**config.mk**
```make
export PLATFORM = sky130hd
export DESIGN_NAME = register_file
export DESIGN_NICKNAME = d
export VERILOG_FILES = /design/src/rtl/register_file_pkg.sv /design/src/rtl/register_file_read_port.sv /design/src/rtl/register_file.sv
export SDC_FILE = /design/constraint.sdc
export NUM_CORES = 2
export LEC_CHECK = 0
export BUFFER_PORTS_ARGS = -buffer_cell sky130_fd_sc_hd__buf_4
export CAP_MARGIN = 15
export CORE_MARGIN = 5
export CORE_UTILIZATION = 50
export CTS_CLUSTER_DIAMETER = 40
export DETAILED_ROUTE_END_ITERATION = 7
export GPL_TIMING_DRIVEN = 0
export PLACE_DENSITY = 0.69
export SKIP_CTS_REPAIR_TIMING = 1
export SLEW_MARGIN = 10
export SYNTH_ARGS = -nofsm -noshare
export SYNTH_HDL_FRONTEND = slang
export SYNTH_SLANG_ARGS = --single-unit
```
**constraint.sdc**
```tcl
create_clock -name clk_in -period 7.8 [get_ports clk_in]
set_clock_uncertainty 0.1 [all_clocks]
set_input_delay 0.39 -clock clk_in [delete_from_list [all_inputs] [get_ports clk_in]]
set_output_delay 0.39 -clock clk_in [all_outputs]
set_load 0.02 [all_outputs]
```
**src/rtl/register_file_pkg.sv**
```systemverilog
// Shared widths and types for the architectural register file and its read ports.
package register_file_pkg;

  localparam int ROB_WIDTH_BIT = 4;
  localparam int REG_ID_BIT    = 5;
  localparam int REG_COUNT     = 32;
  localparam int DATA_W        = 32;

  typedef logic [REG_ID_BIT-1:0] reg_id_t;
  typedef logic [DATA_W-1:0]     data_t;

endpackage

```
**src/rtl/register_file_read_port.sv**
```systemverilog
// One decoder source port: selects value/busy/tag by id, forces x0 and applies the commit bypass.
module register_read_port
  import register_file_pkg::*;
#(
  parameter int ROB_WIDTH_BIT = register_file_pkg::ROB_WIDTH_BIT
) (
  input  logic [REG_ID_BIT-1:0]                    rd_id_i,
  input  logic [REG_COUNT-1:0][DATA_W-1:0]         vals_i,
  input  logic [REG_COUNT-1:0]                     busy_i,
  input  logic [REG_COUNT-1:0][ROB_WIDTH_BIT-1:0]  tags_i,
  input  logic                                     byp_en_i,
  input  logic [REG_ID_BIT-1:0]                    commit_id_i,
  input  logic [DATA_W-1:0]                        commit_val_i,
  input  logic [ROB_WIDTH_BIT-1:0]                 commit_rob_i,
  output logic [DATA_W-1:0]                        rd_val_o,
  output logic                                     rd_busy_o,
  output logic [ROB_WIDTH_BIT-1:0]                 rd_rob_o
);

  always_comb begin
    rd_val_o  = '0;
    rd_busy_o = 1'b0;
    rd_rob_o  = '0;
    if (rd_id_i != '0) begin
      // The producer we would wait on is committing right now: hand over its value.
      if (byp_en_i && (commit_id_i == rd_id_i) && busy_i[rd_id_i] &&
          (tags_i[rd_id_i] == commit_rob_i)) begin
        rd_val_o = commit_val_i;
      end else begin
        rd_val_o  = vals_i[rd_id_i];
        rd_busy_o = busy_i[rd_id_i];
        rd_rob_o  = busy_i[rd_id_i] ? tags_i[rd_id_i] : '0;
      end
    end
  end

endmodule

```
**src/rtl/register_file.sv**
```systemverilog
// Architectural register file with per-register busy bit and youngest-producer RoB tag.
module register_file
  import register_file_pkg::*;
#(
  parameter int ROB_WIDTH_BIT = register_file_pkg::ROB_WIDTH_BIT
) (
  input  logic                     clk_in,
  input  logic                     rst_in,
  input  logic                     rdy_in,
  input  logic                     clear,
  input  logic [REG_ID_BIT-1:0]    set_reg_id,
  input  logic [DATA_W-1:0]        set_val,
  input  logic [ROB_WIDTH_BIT-1:0] set_reg_on_rob_id,
  input  logic [REG_ID_BIT-1:0]    set_dep_reg_id,
  input  logic [ROB_WIDTH_BIT-1:0] set_dep_rob_id,
  input  logic [REG_ID_BIT-1:0]    rs1_id,
  input  logic [REG_ID_BIT-1:0]    rs2_id,
  output logic [DATA_W-1:0]        rs1_val,
  output logic [DATA_W-1:0]        rs2_val,
  output logic                     rs1_busy,
  output logic                     rs2_busy,
  output logic [ROB_WIDTH_BIT-1:0] rs1_rob,
  output logic [ROB_WIDTH_BIT-1:0] rs2_rob
);

  logic [REG_COUNT-1:0][DATA_W-1:0]        val_q,  val_d;
  logic [REG_COUNT-1:0]                    busy_q, busy_d;
  logic [REG_COUNT-1:0][ROB_WIDTH_BIT-1:0] tag_q,  tag_d;
  logic                                    byp_en;

  // rdy_in is a global enable: when low, nothing moves and commit bypass is off.
  assign byp_en = rdy_in && !clear;

  always_comb begin
    val_d  = val_q;
    busy_d = busy_q;
    tag_d  = tag_q;
    if (rdy_in) begin
      if (clear) begin
        busy_d = '0;
        tag_d  = '0;
      end else begin
        if (set_reg_id != '0) begin
          val_d[set_reg_id] = set_val;
          if (busy_q[set_reg_id] && (tag_q[set_reg_id] == set_reg_on_rob_id)) begin
            busy_d[set_reg_id] = 1'b0;
          end
        end
        // Dep is applied after commit so a same-register issue keeps the new producer.
        if (set_dep_reg_id != '0) begin
          busy_d[set_dep_reg_id] = 1'b1;
          tag_d[set_dep_reg_id]  = set_dep_rob_id;
        end
      end
    end
  end

  always_ff @(posedge clk_in) begin
    if (rst_in) begin
      val_q  <= '0;
      busy_q <= '0;
      tag_q  <= '0;
    end else begin
      val_q  <= val_d;
      busy_q <= busy_d;
      tag_q  <= tag_d;
    end
  end

  register_read_port #(.ROB_WIDTH_BIT(ROB_WIDTH_BIT)) u_rs1 (
    .rd_id_i      (rs1_id),
    .vals_i       (val_q),
    .busy_i       (busy_q),
    .tags_i       (tag_q),
    .byp_en_i     (byp_en),
    .commit_id_i  (set_reg_id),
    .commit_val_i (set_val),
    .commit_rob_i (set_reg_on_rob_id),
    .rd_val_o     (rs1_val),
    .rd_busy_o    (rs1_busy),
    .rd_rob_o     (rs1_rob)
  );

  register_read_port #(.ROB_WIDTH_BIT(ROB_WIDTH_BIT)) u_rs2 (
    .rd_id_i      (rs2_id),
    .vals_i       (val_q),
    .busy_i       (busy_q),
    .tags_i       (tag_q),
    .byp_en_i     (byp_en),
    .commit_id_i  (set_reg_id),
    .commit_val_i (set_val),
    .commit_rob_i (set_reg_on_rob_id),
    .rd_val_o     (rs2_val),
    .rd_busy_o    (rs2_busy),
    .rd_rob_o     (rs2_rob)
  );

endmodule

```
==> flow_metrics.tcl <==
set metrics [dict create \
    ir_drop_mv 0.2140 \
    finalNetCount 7215 \
    syn_nets 6907 \
    ys_ff_latch 1184 \
    grt_max_degree 17 \
    synth_top_family_by_area "multiplexers" \
    synth_compound_area_frac 0.1363 \
    rsz0062_at_grt "false" \
    power.total_mw 16.52 \
    finalCritPeriodShare 0.8587 \
    finalSetupTns_ns 0 \
    synth_xor_area_frac 0.002653 \
    power_switching_mw 4.691 \
    synth_area_leaders "dfxtp_1 (38%), mux4_2 (23%), nand2_1 (13%), a21oi_1 (8.8%), mux2i_1 (3.7%)" \
    ys.flop_type "dfxtp_1" \
    syn_inst 6843 \
    place_congestion 1.115 \
    power_frac_clock 0.533 \
    ios 138 \
    port_buffers 94 \
    synth_most_common_cell "nand2_1" \
    fmax_mhz 149.3 \
    synth_edf_count 0 \
    p_comb_frac 0.098 \
    outcome "finished, final reports clean" \
    netlist_area_um2 62720 \
    finalSetupViolCount 0 \
    drv_cap 0 \
    route.detailed.drc 0 \
    async_reset_ff_frac 0 \
    yosysWarnings 0 \
    clockBufferDepth 3 \
    dieArea_um2 132600 \
    timing.reg2reg.setup_slack_ns 4.24 \
    grt_pass1_vias 57140 \
    viasPerCell 7.108 \
    drtPass1Iterations 8 \
    synth_top_cell_by_area "dfxtp_1" \
    vias 63930 \
    arrival_ns 6.21 \
    power.leakage_nw 23.97 \
    hpwl_mm 265.0 \
    whs_ns 0.01870 \
    finalHoldViolCount 0 \
    drtAntennaViolNets 0 \
    clock_latency_ns 0.84 \
    synth_fa_ha_area_frac 0 \
    p_seq_frac 0.369 \
    tritoncts "done" \
    h-tree-depth 4 \
    synth.distinct_cells 56 \
    r2r-end "busy_q[2]$_SDFFE_PP0P_" \
    cts.clk_slew.worst_paths_ns 0.06 \
    coreArea_um2 125100 \
    seq_area_frac_synth 0.3779 \
    crit_required_ns 7.31 \
    maxSlewViolCount 0 \
    die_w_um 364.2 \
    synth_common_cells "nand2_1 (2098), dfxtp_1 (1184), a21oi_1 (1097), mux4_2 (637), clkbuf_1 (561)" \
    r2r_start "tag_q[47]$_SDFFE_PP0P_" \
    reg2regPathDepth 8 \
    slew_headroom 0.04324 \
    syn_area_per_cell_um2 9.166 \
    yosysTopAreaCellShare 0.3779 \
    grt_pass1_wl_mm 471.9 \
    wl_per_cell_um 39.44 \
    area_growth_pct 15.71 \
    critPathLaunch "rs1_id[0]" \
    switching_share 0.2840 \
    dr.first_iter.drc_count 13030 \
    criticalPathCategory "primary input to output pin" \
    yosys.area_share.simple 0.1571 \
    crit_fanout 10 \
    clkSinkCount 1184 \
    cp-endpoint "rs1_val[24]" \
    gr-total-overflow 0 \
    grt_usage 0.5193 \
    drive_above_1_share 0.1720 \
    hold_class "primary input to register" \
    die_y_um 364.2 \
    power.density_nw_per_um2 227.6 \
    antenna_found_initial 59 \
    start_util 0.5015 \
    intPower_mw 11.83 \
    root_buffer "clkbuf_16" \
    rows 130 \
    synthMuxAreaShare 0.2739 \
    tightest_slew_ns 1.435 \
    fillers 11200 \
    wl_mm 354.8 \
    cp-end-kind "output pin" \
    start_kind "primary input" \
    cts_buffers 186 \
    finalCriticalPeriod_ns 6.698 \
]
[power groups by stage]
stage | Sequential (mW) | Clock [mW] | Combinational, mW
4_1_cts | 6.10 | 8.73 | 1.49
3_5_place_dp | 6.22 | 0 | 1.49
2_1_floorplan | 6.22 | 0 | 0.752
6_report | 6.10 | 8.81 | 1.61
5_1_grt | 6.10 | 9.01 | 1.57
3_3_place_gp | 6.22 | 0 | 1.47
[area by class of cell]
cell class	instances	area (um^2)	share of cell area
inverter	3	11.26	0.0001552
sequential	1184	23700	0.3266
clock inverter	119	1500	0.02067
clock buffer	226	5039	0.06942
tap	1650	2064	0.02844
buffer	736	3292	0.04536
multi-input combinational	4920	35800	0.4933
antenna	37	92.59	0.001276
timing repair buffer	120	1075	0.01481
[placed cells by master, fill, tap and decap left out, types with 27 or more instances in the layout]
cell type | Yosys | layout
nand2_1 | 2098 | 2098
dfxtp_1 | 1184 | 1184
a21oi_1 | 1097 | 1097
mux4_2 | 637 | 637
clkbuf_1 | 561 | 559
nor2_1 | 252 | 248
mux2i_1 | 229 | 229
clkbuf_16 | 0 | 189
a22oi_1 | 173 | 173
buf_4 | 20 | 115
buf_2 | 87 | 93
a31oi_1 | 44 | 44
nor2b_1 | 42 | 42
diode_2 | 0 | 37
o211ai_1 | 33 | 33
nand2b_1 | 32 | 32
o41ai_1 | 32 | 32
o21ai_0 | 32 | 32
a221o_1 | 31 | 31
clkdlybuf4s25_1 | 27 | 27
[stage by stage]
| stage | setup WS [ns] | instances | instance area [um^2] | util |
|---|---|---|---|---|
| 2_1_floorplan | 4.215 | 6843 | 62720 | - |
| 3_3_place_gp | 1.437 | 8587 | 65490 | 0.5236 |
| 3_5_place_dp | 1.655 | 8604 | 65840 | 0.5264 |
| 4_1_cts | 1.649 | 8949 | 72380 | 0.5787 |
| 5_1_grt | 1.463 | 8964 | 72500 | 0.5796 |
| 6_report | 1.102 | 8995 | 72580 | 0.5802 |
[worst min-delay path by stage]
stage,depth (start not counted),slack [ns],startpoint,end
global placement,2,0.35,val_q[369]$_SDFFE_PP0P_,val_q[369]$_SDFFE_PP0P_
finish,4,0.02,rdy_in,tag_q[19]$_SDFFE_PP0P_
floorplan,2,0.34,val_q[192]$_SDFFE_PP0P_,val_q[192]$_SDFFE_PP0P_
CTS,3,-0.25,set_dep_rob_id[3],tag_q[15]$_SDFFE_PP0P_
global route,4,0.08,rdy_in,tag_q[17]$_SDFFE_PP0P_
detailed placement,2,0.36,val_q[44]$_SDFFE_PP0P_,val_q[44]$_SDFFE_PP0P_
[cells by family (layout without fill, tap and decap cells)]
kind of cell | after synthesis | in the layout
flip-flops | 1184 | 1184
other | 0 | 37
multiplexers | 890 | 890
AO/OA/AOI/OAI | 1500 | 1500
AND/OR/NAND/NOR | 2511 | 2511
XOR/XNOR | 19 | 19
buffers and inverters | 739 | 1204
[registers in the layout (all words and copies together), names as in the netlist]
signal	flops
val_q	1024
tag_q	128
busy_q	32
[metal layers]
layer  wire [um]  up-vias  track usage
met1      121700    31200       0.6437
li1            -    25100            -
met2      136800     6136       0.6839
met3       60600     1463       0.2538
met5         418        -      0.01416
met4       35350       34       0.4029
[critical path, stage by stage]
cell,delay [ns]
buf_4,0.23
buf_4,0.35
buf_4,0.32
buf_2,0.37
buf_4,0.41
buf_2,0.78
buf_4,0.46
buf_2,0.59
mux2i_1,0.16
a22oi_1,0.82
a31oi_1,0.23
a21oi_1,0.72
buf_4,0.27
Power figures use the tool's default switching activity.
